[src/rtl/ram_burst_master_if.sv]
// Command/stream side and RAM pin side bundles for ram_burst_master.
// The master modport is the initiator of each bundle.
interface ram_burst_master_if #(
  parameter int DATA_WIDTH = 8,
  parameter int ADDR_WIDTH = 4,
  parameter int LEN_WIDTH  = 4
);
  logic                  req_valid;
  logic                  req_ready;
  logic                  req_we;
  logic [ADDR_WIDTH-1:0] req_addr;
  logic [LEN_WIDTH-1:0]  req_len;
  logic                  wd_valid;
  logic                  wd_ready;
  logic [DATA_WIDTH-1:0] wd_data;
  logic                  rsp_valid;
  logic [DATA_WIDTH-1:0] rsp_rdata;
  logic                  rsp_last;
  logic                  busy;

  modport master (
    output req_valid, req_we, req_addr, req_len,
    output wd_valid, wd_data,
    input  req_ready, wd_ready,
    input  rsp_valid, rsp_rdata, rsp_last, busy
  );

  modport slave (
    input  req_valid, req_we, req_addr, req_len,
    input  wd_valid, wd_data,
    output req_ready, wd_ready,
    output rsp_valid, rsp_rdata, rsp_last, busy
  );
endinterface

interface ram_bus_if #(
  parameter int DATA_WIDTH = 8,
  parameter int ADDR_WIDTH = 4
);
  logic                  ram_cs;
  logic                  ram_we;
  logic                  ram_oe;
  logic [ADDR_WIDTH-1:0] ram_addr;
  logic [DATA_WIDTH-1:0] ram_wdata;
  logic [DATA_WIDTH-1:0] ram_rdata;

  modport master (
    output ram_cs, ram_we, ram_oe, ram_addr, ram_wdata,
    input  ram_rdata
  );

  modport slave (
    input  ram_cs, ram_we, ram_oe, ram_addr, ram_wdata,
    output ram_rdata
  );
endinterface

[src/rtl/ram_burst_master.sv]
// Burst controller for the synchronous single-port RAM: one access per
// cycle, registered pins, fixed 2-cycle read command-to-response latency.
module ram_burst_master #(
  parameter int DATA_WIDTH = 8,
  parameter int ADDR_WIDTH = 4,
  parameter int LEN_WIDTH  = 4
) (
  input logic clk,
  input logic rst_n,
  ram_burst_master_if.slave host,
  ram_bus_if.master         ram
);

  typedef enum logic [1:0] {
    IDLE,
    WRITE,
    READ,
    DRAIN
  } state_e;

  state_e state_q, state_d;

  logic [ADDR_WIDTH-1:0] cur_q, cur_d;
  logic [LEN_WIDTH-1:0]  cnt_q, cnt_d;

  logic                  cs_q, cs_d;
  logic                  we_q, we_d;
  logic                  oe_q, oe_d;
  logic [ADDR_WIDTH-1:0] addr_q, addr_d;
  logic [DATA_WIDTH-1:0] wdata_q, wdata_d;
  logic                  rdl_q, rdl_d;

  logic                  p1v_q, p1l_q;
  logic                  rv_q, rl_q;
  logic [DATA_WIDTH-1:0] rdata_q;

  logic                  rd_issue;
  logic                  cnt_zero;

  assign rd_issue = cs_q & oe_q & ~we_q;
  assign cnt_zero = (cnt_q == '0);

  always_comb begin
    state_d = state_q;
    cur_d   = cur_q;
    cnt_d   = cnt_q;
    cs_d    = 1'b0;
    we_d    = 1'b0;
    oe_d    = 1'b0;
    addr_d  = addr_q;
    wdata_d = wdata_q;
    rdl_d   = 1'b0;
    unique case (state_q)
      IDLE: begin
        if (host.req_valid) begin
          cur_d   = host.req_addr;
          cnt_d   = host.req_len;
          state_d = host.req_we ? WRITE : READ;
        end
      end
      WRITE: begin
        if (host.wd_valid) begin
          cs_d    = 1'b1;
          we_d    = 1'b1;
          addr_d  = cur_q;
          wdata_d = host.wd_data;
          cur_d   = cur_q + ADDR_WIDTH'(1);
          if (cnt_zero) begin
            state_d = IDLE;
          end else begin
            cnt_d = cnt_q - LEN_WIDTH'(1);
          end
        end
      end
      READ: begin
        cs_d   = 1'b1;
        oe_d   = 1'b1;
        addr_d = cur_q;
        cur_d  = cur_q + ADDR_WIDTH'(1);
        if (cnt_zero) begin
          rdl_d   = 1'b1;
          state_d = DRAIN;
        end else begin
          cnt_d = cnt_q - LEN_WIDTH'(1);
        end
      end
      DRAIN: begin
        if (rv_q && rl_q) state_d = IDLE;
      end
      default: state_d = IDLE;
    endcase
  end

  always_ff @(posedge clk or negedge rst_n) begin
    if (!rst_n) begin
      state_q <= IDLE;
      cur_q   <= '0;
      cnt_q   <= '0;
      cs_q    <= 1'b0;
      we_q    <= 1'b0;
      oe_q    <= 1'b0;
      addr_q  <= '0;
      wdata_q <= '0;
      rdl_q   <= 1'b0;
    end else begin
      state_q <= state_d;
      cur_q   <= cur_d;
      cnt_q   <= cnt_d;
      cs_q    <= cs_d;
      we_q    <= we_d;
      oe_q    <= oe_d;
      addr_q  <= addr_d;
      wdata_q <= wdata_d;
      rdl_q   <= rdl_d;
    end
  end

  // Stage 1 marks the cycle the RAM presents data; stage 2 is the response.
  always_ff @(posedge clk or negedge rst_n) begin
    if (!rst_n) begin
      p1v_q   <= 1'b0;
      p1l_q   <= 1'b0;
      rv_q    <= 1'b0;
      rl_q    <= 1'b0;
      rdata_q <= '0;
    end else begin
      p1v_q <= rd_issue;
      p1l_q <= rd_issue & rdl_q;
      rv_q  <= p1v_q;
      rl_q  <= p1l_q;
      if (p1v_q) rdata_q <= ram.ram_rdata;
    end
  end

  assign host.req_ready = rst_n & (state_q == IDLE);
  assign host.wd_ready  = (state_q == WRITE);
  assign host.busy      = (state_q != IDLE);
  assign host.rsp_valid = rv_q;
  assign host.rsp_last  = rl_q;
  assign host.rsp_rdata = rdata_q;

  assign ram.ram_cs    = cs_q;
  assign ram.ram_we    = we_q;
  assign ram.ram_oe    = oe_q;
  assign ram.ram_addr  = addr_q;
  assign ram.ram_wdata = wdata_q;

endmodule

[src/flat_wrapper.sv]
// flat-port wrapper written by rule: the top's interface ports become plain ports
module ram_burst_master_flat 
#(
  parameter int DATA_WIDTH = 8,
  parameter int ADDR_WIDTH = 4,
  parameter int LEN_WIDTH  = 4
)
  (clk, rst_n, host_req_valid, host_req_we, host_req_addr, host_req_len, host_wd_valid, host_wd_data, host_req_ready, host_wd_ready, host_rsp_valid, host_rsp_rdata, host_rsp_last, host_busy, ram_ram_cs, ram_ram_we, ram_ram_oe, ram_ram_addr, ram_ram_wdata, ram_ram_rdata);
  ram_burst_master_if #(.DATA_WIDTH(DATA_WIDTH), .ADDR_WIDTH(ADDR_WIDTH), .LEN_WIDTH(LEN_WIDTH)) host_i ();
  ram_bus_if #(.DATA_WIDTH(DATA_WIDTH), .ADDR_WIDTH(ADDR_WIDTH)) ram_i ();
  input logic clk;
  input logic rst_n;
  input wire logic [$bits(host_i.req_valid)-1:0] host_req_valid;
  input wire logic [$bits(host_i.req_we)-1:0] host_req_we;
  input wire logic [$bits(host_i.req_addr)-1:0] host_req_addr;
  input wire logic [$bits(host_i.req_len)-1:0] host_req_len;
  input wire logic [$bits(host_i.wd_valid)-1:0] host_wd_valid;
  input wire logic [$bits(host_i.wd_data)-1:0] host_wd_data;
  output wire logic [$bits(host_i.req_ready)-1:0] host_req_ready;
  output wire logic [$bits(host_i.wd_ready)-1:0] host_wd_ready;
  output wire logic [$bits(host_i.rsp_valid)-1:0] host_rsp_valid;
  output wire logic [$bits(host_i.rsp_rdata)-1:0] host_rsp_rdata;
  output wire logic [$bits(host_i.rsp_last)-1:0] host_rsp_last;
  output wire logic [$bits(host_i.busy)-1:0] host_busy;
  output wire logic [$bits(ram_i.ram_cs)-1:0] ram_ram_cs;
  output wire logic [$bits(ram_i.ram_we)-1:0] ram_ram_we;
  output wire logic [$bits(ram_i.ram_oe)-1:0] ram_ram_oe;
  output wire logic [$bits(ram_i.ram_addr)-1:0] ram_ram_addr;
  output wire logic [$bits(ram_i.ram_wdata)-1:0] ram_ram_wdata;
  input wire logic [$bits(ram_i.ram_rdata)-1:0] ram_ram_rdata;
  assign host_i.req_valid = host_req_valid;
  assign host_i.req_we = host_req_we;
  assign host_i.req_addr = host_req_addr;
  assign host_i.req_len = host_req_len;
  assign host_i.wd_valid = host_wd_valid;
  assign host_i.wd_data = host_wd_data;
  assign host_req_ready = host_i.req_ready;
  assign host_wd_ready = host_i.wd_ready;
  assign host_rsp_valid = host_i.rsp_valid;
  assign host_rsp_rdata = host_i.rsp_rdata;
  assign host_rsp_last = host_i.rsp_last;
  assign host_busy = host_i.busy;
  assign ram_ram_cs = ram_i.ram_cs;
  assign ram_ram_we = ram_i.ram_we;
  assign ram_ram_oe = ram_i.ram_oe;
  assign ram_ram_addr = ram_i.ram_addr;
  assign ram_ram_wdata = ram_i.ram_wdata;
  assign ram_i.ram_rdata = ram_ram_rdata;
  ram_burst_master #(.DATA_WIDTH(DATA_WIDTH), .ADDR_WIDTH(ADDR_WIDTH), .LEN_WIDTH(LEN_WIDTH)) u_core (.clk(clk), .rst_n(rst_n), .host(host_i), .ram(ram_i));
endmodule
[config.mk]
export PLATFORM = sky130hd
export DESIGN_NAME = ram_burst_master_flat
export DESIGN_NICKNAME = d
export VERILOG_FILES = /design/src/rtl/ram_burst_master_if.sv /design/src/rtl/ram_burst_master.sv /design/src/flat_wrapper.sv
export SDC_FILE = /design/constraint.sdc
export NUM_CORES = 1
export LEC_CHECK = 0
export CORE_MARGIN = 10
export CORE_UTILIZATION = 35
export CTS_BUF_LIST = sky130_fd_sc_hd__clkbuf_4
export DETAILED_ROUTE_END_ITERATION = 10
export GPL_TIMING_DRIVEN = 0
export PLACE_DENSITY = 0.66
export SETUP_SLACK_MARGIN = 0.02
export SLEW_MARGIN = 20
export SYNTH_ARGS = -nofsm -noshare
export SYNTH_HDL_FRONTEND = slang
export SYNTH_SLANG_ARGS = --single-unit
[constraint.sdc]
create_clock -name clk -period 1.6 [get_ports clk]
set_input_delay 0.24 -clock clk [delete_from_list [all_inputs] [get_ports clk]]
set_output_delay 0.24 -clock clk [all_outputs]
set_load 0.01 [all_outputs]
==> run summary, run 1 <==
status: finished, violations left
failing checks: negative setup slack
vias after detailed routing: 1,341
EDFF count, synth: 0
r2r startpoint: u_core.state_q[0]
core outline area: 4720 um2
Gate power share: 7.6%
Final Slew Violations: 0
GRT Total Usage: 10.4%
CTS clk-pin slew, worst paths: 0.10 ns
Max Clk Rate: 568 MHz
Clk pwr share: 28.3%
Main synth FF type: dfrtp_1
num rows: 25
PD cells: 580 nW/um2
area share of the largest cell type after synthesis: 55.8%
fin util: 55.6%
CP Capture Point: u_core.cur_q[2]
Hold Worst Slack: 0.378 ns
CP required: 1.82 ns
RD Place Congestion: 0.802
register area share after synthesis: 55.8%
post-DR wirelength/cell: 15.3 um
vias per cell: 4.79
Die Y: 89.8 um
DP HPWL: 3.27 mm
share of cells above drive strength 1: 30.5%
reg2reg end: u_core.cur_q[2]
die area: 8060 um2
latest clock arrival within the worst-skew pair: 0.33 ns
Layout area overhead: 54.2%
starting density of the core: 36.1%
vias in the first global route: 1,430
RSZ-0062 raised after global routing: true
Hold Path Class: register to register
WL final: 4.29 mm
# IOs: 57
Tot Pwr: 1520 uW
P_int: 1190 uW
Syn Area/Cell: 12.5 um2
clk_skew: 0.00660 ns
switching share of power: 21.7%
Worst slew margin: 67.9%
Antenna diodes: 0
DR DRC count: 0
sequential power share: 64.1%
Yosys top cell by area: dfrtp_1
post-synthesis cell count: 136
initial antenna violation count: 0
Final ANT Viol Nets: 0
CP Class: register to register
#FFs+latches synth: 38
clk root buf: clkbuf_4
Setup-failing EPs final: 11
Final Cycle Share: 110%
minimum clock period: 1.76 ns
total CTS buffers: 5
DR iter-0 viols: 27
Final WS setup: -0.160 ns
nets: 251
synth top area cells: dfrtp_1 56%, mux2_2 13%, ha_1 5.9%, mux2i_1 3.5%, o21ai_0 2.6%
Port Buffers: 56
worst setup path startpoint: u_core.state_q[0]
CTS tree: yes
Fin. Hold Viols: 0
Max Buffers Root-to-Sink: 2
largest net degree at the start of global routing: 29
leak pwr: 0.00116 uW
Die X: 89.8 um
Pre-Repair DR Iteration Count: 6
crit path max fanout: 8
first-pass GRT wire length: 6.92 mm
Post-synth ARST share: 100%
gr ovfl total: 0
arrival time of the worst setup path: 1.98 ns
Max-cap violations: 0
fill count: 389
crit start category: register
Worst Max-Slew Pin Slew: 0.479 ns
Reg2Reg Setup Slack: -0.16 ns
Syn Nets: 173
sw power: 330 uW
Synth Cell Area: 1700 um2
crit end category: register
Ys Warns: 0
clock sink total: 38
Worst R2R Path Depth: 6
Distinct cells, synth: 30
H-tree lvl count: 2
Max IR drop VDD: 0.315 mV
synthesized netlist by cell type (3+ instances only):
master	n
a22oi_1	3
and2_1	3
dfrtp_1	38
ha_1	8
inv_1	7
mux2_2	19
mux2i_1	6
nand2_1	9
nand3_1	3
nor2_1	4
nor3_1	3
o21ai_0	9
final cells by class:
| cell class | instances | area [um2] | share of cell area, % |
|---|---|---|---|
| multi-input combinational | 87 | 800 | 30.5 |
| clock buffer | 5 | 37.5 | 1.43 |
| clock inverter | 1 | 3.75 | 0.143 |
| inverter | 7 | 26.3 | 1.00 |
| tap | 67 | 83.8 | 3.19 |
| sequential | 38 | 951 | 36.2 |
| timing repair buffer | 71 | 698 | 26.6 |
| buffer | 4 | 25.0 | 0.953 |
cell families (layout without fill, tap and decap cells):
kind of cell	after synthesis	after routing	share of synthesized area, %
buffers and inverters	11	88	2.94
AOI/OAI and AO/OA	20	20	8.16
muxes	25	25	16.1
and+or+nand+nor	34	34	11.1
DFF	38	38	55.8
adders and majority gates	8	8	5.88
through the flow:
stage	setup slack [ns]	cell area (um2)	setup TNS (ns)	cells
5_1_grt	-0.227	2630	-2.16	280
2_1_floorplan	-0.0889	1720	-0.250	136
3_3_place_gp	-1.43	2360	-24.73	259
3_5_place_dp	-0.260	2380	-2.35	260
6_report	-0.160	2630	-1.22	280
4_1_cts	-0.235	2540	-1.68	276
cell usage in the layout, fill, tap and decap left out, drive strengths merged, types with 3 or more instances in the layout:
cell,n
mux2i,6
nor3,3
buf,19
nand3,3
inv,7
o21ai,9
or3,3
clkbuf,7
dfrtp,38
ha,8
nand2,9
and2,4
nor2b,3
nor2,4
a22oi,3
mux2,19
clkdlybuf4s50,52
timing repair:
item,in CTS,in global routing
endpoints found under the setup margin,16,17
hold endpoints to repair,10,0
resized for setup,21,20
pin swaps,4,4
buffers inserted,8,4
hold buffers,2,0
sequential cells by signal, indices dropped and copies added (netlist names):
signal and flops:
u_core.cnt_q 4, u_core.cur_q 4, u_core.host.rsp_last 1, u_core.host.rsp_rdata 8, u_core.host.rsp_valid 1, u_core.p1l_q 1
u_core.p1v_q 1, u_core.ram.ram_addr 4, u_core.ram.ram_cs 1, u_core.ram.ram_oe 1, u_core.ram.ram_wdata 8, u_core.ram.ram_we 1
u_core.rdl_q 1, u_core.state_q 2
power by group through the flow:
stage / clock [uW] / combinational (uW) / sequential (uW)
after global placement: 0 / 103 / 993
after floorplan: 0 / 13.6 / 991
after CTS: 447 / 118 / 975
final: 430 / 116 / 975
after detailed placement: 0 / 112 / 993
after global routing: 485 / 126 / 977
critical path, cell delays in order, from the launching register on:
cell	delay (ns)
dfrtp_1	0.43
buf_6	0.14
ha_4	0.15
nor2b_4	0.12
or3_4	0.37
buf_6	0.15
a221o_1	0.31
per-layer routing:
| layer | track usage (%) | vias up | routed length (um) |
|---|---|---|---|
| met2 | 18.3 | 50 | 2270 |
| met1 | 11.1 | 644 | 1690 |
| met4 | 4.31 | 0 | 81 |
| met5 | 0 | - | 0 |
| li1 | - | 637 | - |
| met3 | 3.66 | 10 | 252 |
worst min-delay path by stage:
stage	cells past startpoint	slack (ns)	start	end
3_5_place_dp	1	0.14	rst_n	u_core.ram.ram_addr[0]
3_3_place_gp	0	0.34	u_core.p1l_q	u_core.host.rsp_last
5_1_grt	0	0.39	u_core.p1l_q	u_core.host.rsp_last
4_1_cts	0	0.38	u_core.p1l_q	u_core.host.rsp_last
2_1_floorplan	0	-0.06	rst_n	u_core.cnt_q[0]
6_report	0	0.38	u_core.p1l_q	u_core.host.rsp_last
No activity file was read; power rests on OpenSTA's default activity.
==> run 2: changes to the inputs <==
- CORE_UTILIZATION: 35 -> 42
- GPL_TIMING_DRIVEN: 0 -> unset
- PLACE_DENSITY: 0.66 -> 0.77
==> run 2 against run 1 <==
Compared with the run above:
- first-iteration DRC count increased by 140%
- the run still ends with negative setup slack left
- critical path type unchanged
- global-route usage increased by 3.0 points
- largest cell class unchanged
- sequential power about the same
==> run summary, run 2 (synthesis results as in run 1) <==
status: finished, violations left
failing checks: negative setup slack
crit start category: register
H-tree lvl count: 2 (unchanged)
num rows: 23 (-8.0%)
Port Buffers: 56 (unchanged)
Final Slew Violations: 0 (unchanged)
hold endpoint: u_core.host.rsp_last
Die Y: 83.7 um (-6.8%)
Clk pwr share: 37.9% (+9.6 points)
PD cells: 627 nW/um2 (+8.2%)
initial antenna violation count: 0 (unchanged)
P_int: 1410 uW (+18%)
sequential power share: 55.4% (-8.7 points)
Worst slew margin: 68.5% (+0.58 points)
CTS clk-pin slew, worst paths: 0.11 ns (about the same)
DP HPWL: 3.44 mm (+5.1%)
leak pwr: 0.00126 uW (+8.3%)
latest clock arrival within the worst-skew pair: 0.34 ns (about the same)
gr ovfl total: 0 (unchanged)
arrival time of the worst setup path: 1.94 ns (-0.04 ns)
Hold Crit Start: u_core.p1l_q
Max Clk Rate: 585 MHz (+3.0%)
Setup-failing EPs final: 7 (-4)
reg2reg end: u_core.cur_q[3]
Max Buffers Root-to-Sink: 2 (unchanged)
largest net degree at the start of global routing: 39 (+34%)
Final ANT Viol Nets: 0 (unchanged)
# IOs: 57 (unchanged)
DR iter-0 viols: 66 (+140%)
pre-CTS WS: -0.186 ns (+0.0740 ns)
Hold Path Class: register to register
Fin. Hold Viols: 0 (unchanged)
WL final: 4.99 mm (+16%)
vias after detailed routing: 1,458 (+8.7%)
clk root buf: clkbuf_4
Max IR drop VDD: 0.441 mV (+40%)
hold path depth: 0 (unchanged)
minimum clock period: 1.71 ns (-0.0509 ns)
Worst Max-Slew Pin Slew: 0.472 ns (-0.00717 ns)
DR DRC count: 0 (unchanged)
CP Class: register to register
Worst R2R Path Depth: 7 (+1)
Final Cell Area: 2810 um2 (+7.1%)
Gate power share: 6.6% (-1.0 points)
vias in the first global route: 1,620 (+13%)
Max-cap violations: 0 (unchanged)
RD Place Congestion: 0.835 (+4.0%)
sw power: 357 uW (+8.2%)
Pre-Repair DR Iteration Count: 5 (-1)
Placed Area: 2470 um2 (+3.8%)
Final Cycle Share: 107% (-3.2 points)
crit end category: register
r2r startpoint: u_core.state_q[0]
first-pass GRT wire length: 7.83 mm (+13%)
Final WS setup: -0.110 ns (+0.0509 ns)
Layout area overhead: 65.0%
crit path max fanout: 6 (-2)
clock sink total: 38 (unchanged)
CTS tree: yes
Antenna diodes: 0 (unchanged)
vias per cell: 5.28 (+10%)
Die X: 83.7 um (-6.8%)
switching share of power: 20.2% (-1.4 points)
post-DR wirelength/cell: 18.1 um (+18%)
total CTS buffers: 5 (unchanged)
starting density of the core: 42.9% (+6.8 points)
GRT Total Usage: 13.5% (+3.0 points)
RSZ-0062 raised after global routing: true
die area: 7000 um2 (-13%)
nets: 262 (+4.4%)
CP required: 1.83 ns (about the same)
core outline area: 3970 um2 (-16%)
most frequent cells in the layout: 52 x clkdlybuf4s50_1, 37 x dfrtp_1, 22 x buf_4
clk_skew: 0.00731 ns (+0.000706 ns)
share of cells above drive strength 1: 40.3% (+9.7 points)
Reg2Reg Setup Slack: -0.11 ns (+0.05 ns)
leading cell type in the layout, fill and taps excluded: clkdlybuf4s50_1
-- run 2: changes by cell type in the layout (fill, tap and decap cells not counted), sizes merged --
cell,delta
or3,+1
bufinv,+1
clkinv,-1
dlygate4sd3,-1
buf,+13
-- run 2: final cells by class --
| type | count | area [um2] |
|---|---|---|
| multi-input cells | 88 | 873 |
| repair buffers | 85 | 813 |
| fillers | 267 | 1160 |
| clock inverters | 1 | 30.0 |
| inverters | 7 | 26.3 |
| well taps | 50 | 62.6 |
| clock buffers | 7 | 52.6 |
| flip-flops and latches | 38 | 952 |
-- run 2: repair_timing --
| action | 4_1_cts | 5_1_grt |
|---|---|---|
| cloned | 1 | 0 |
| resized for setup | 26 | 32 |
| pin swaps | 3 | 9 |
| hold endpoints to repair | 38 | 0 |
| buffers inserted | 4 | 5 |
| hold buffers | 1 | 0 |
| setup endpoints to repair | 14 | 16 |
-- run 2: power by group through the flow --
stage	logic, uW	clock network [uW]	registers, uW
3_3_place_gp	105	0	992
6_report	117	669	977
3_5_place_dp	109	0	993
5_1_grt	129	724	978
2_1_floorplan	13.6	0	991
4_1_cts	112	679	975
-- run 2: stage by stage --
step	setup TNS [ns]	utilization [%]	hold WS [ns]	instances	power (uW)
2_1_floorplan	-0.250	-	-0.0556	136	1000
3_3_place_gp	-0.480	62.2	0.333	257	1100
3_5_place_dp	-1.18	62.2	0.336	257	1100
4_1_cts	-0.275	66.4	0.360	271	1770
5_1_grt	-1.06	70.8	0.367	276	1830
6_report	-0.363	70.8	0.359	276	1760
-- run 2: per-layer routing --
| layer | global-route usage (%) | routed length (um) | part of all wire (%) | vias to the layer above |
|---|---|---|---|---|
| met4 | 4.72 | 121 | 2.4 | 0 |
| li1 | - | - | - | 667 |
| met2 | 25.2 | 2750 | 55 | 65 |
| met1 | 13.0 | 1760 | 35 | 710 |
| met3 | 5.18 | 353 | 7.1 | 16 |
| met5 | 0 | 0 | 0 | - |
-- run 2: worst max-delay path by stage --
stage	endpoint	depth (start not counted)	from
CTS	u_core.cnt_q[1]	6	u_core.state_q[0]
detailed placement	u_core.cnt_q[1]	5	host_req_valid
floorplan	u_core.cnt_q[0]	6	u_core.state_q[0]
finish	u_core.cur_q[3]	7	u_core.state_q[0]
global route	u_core.cur_q[3]	7	u_core.state_q[0]
global placement	u_core.cnt_q[1]	5	host_req_valid
-- run 2: critical path, cell delays in order, from the launching register on --
cell and delay [ns]:
dfrtp_2 0.43, inv_2 0.07, ha_4 0.15, nor2b_4 0.13
or3_4 0.42, buf_4 0.15, o21ai_2 0.15, a211oi_2 0.09
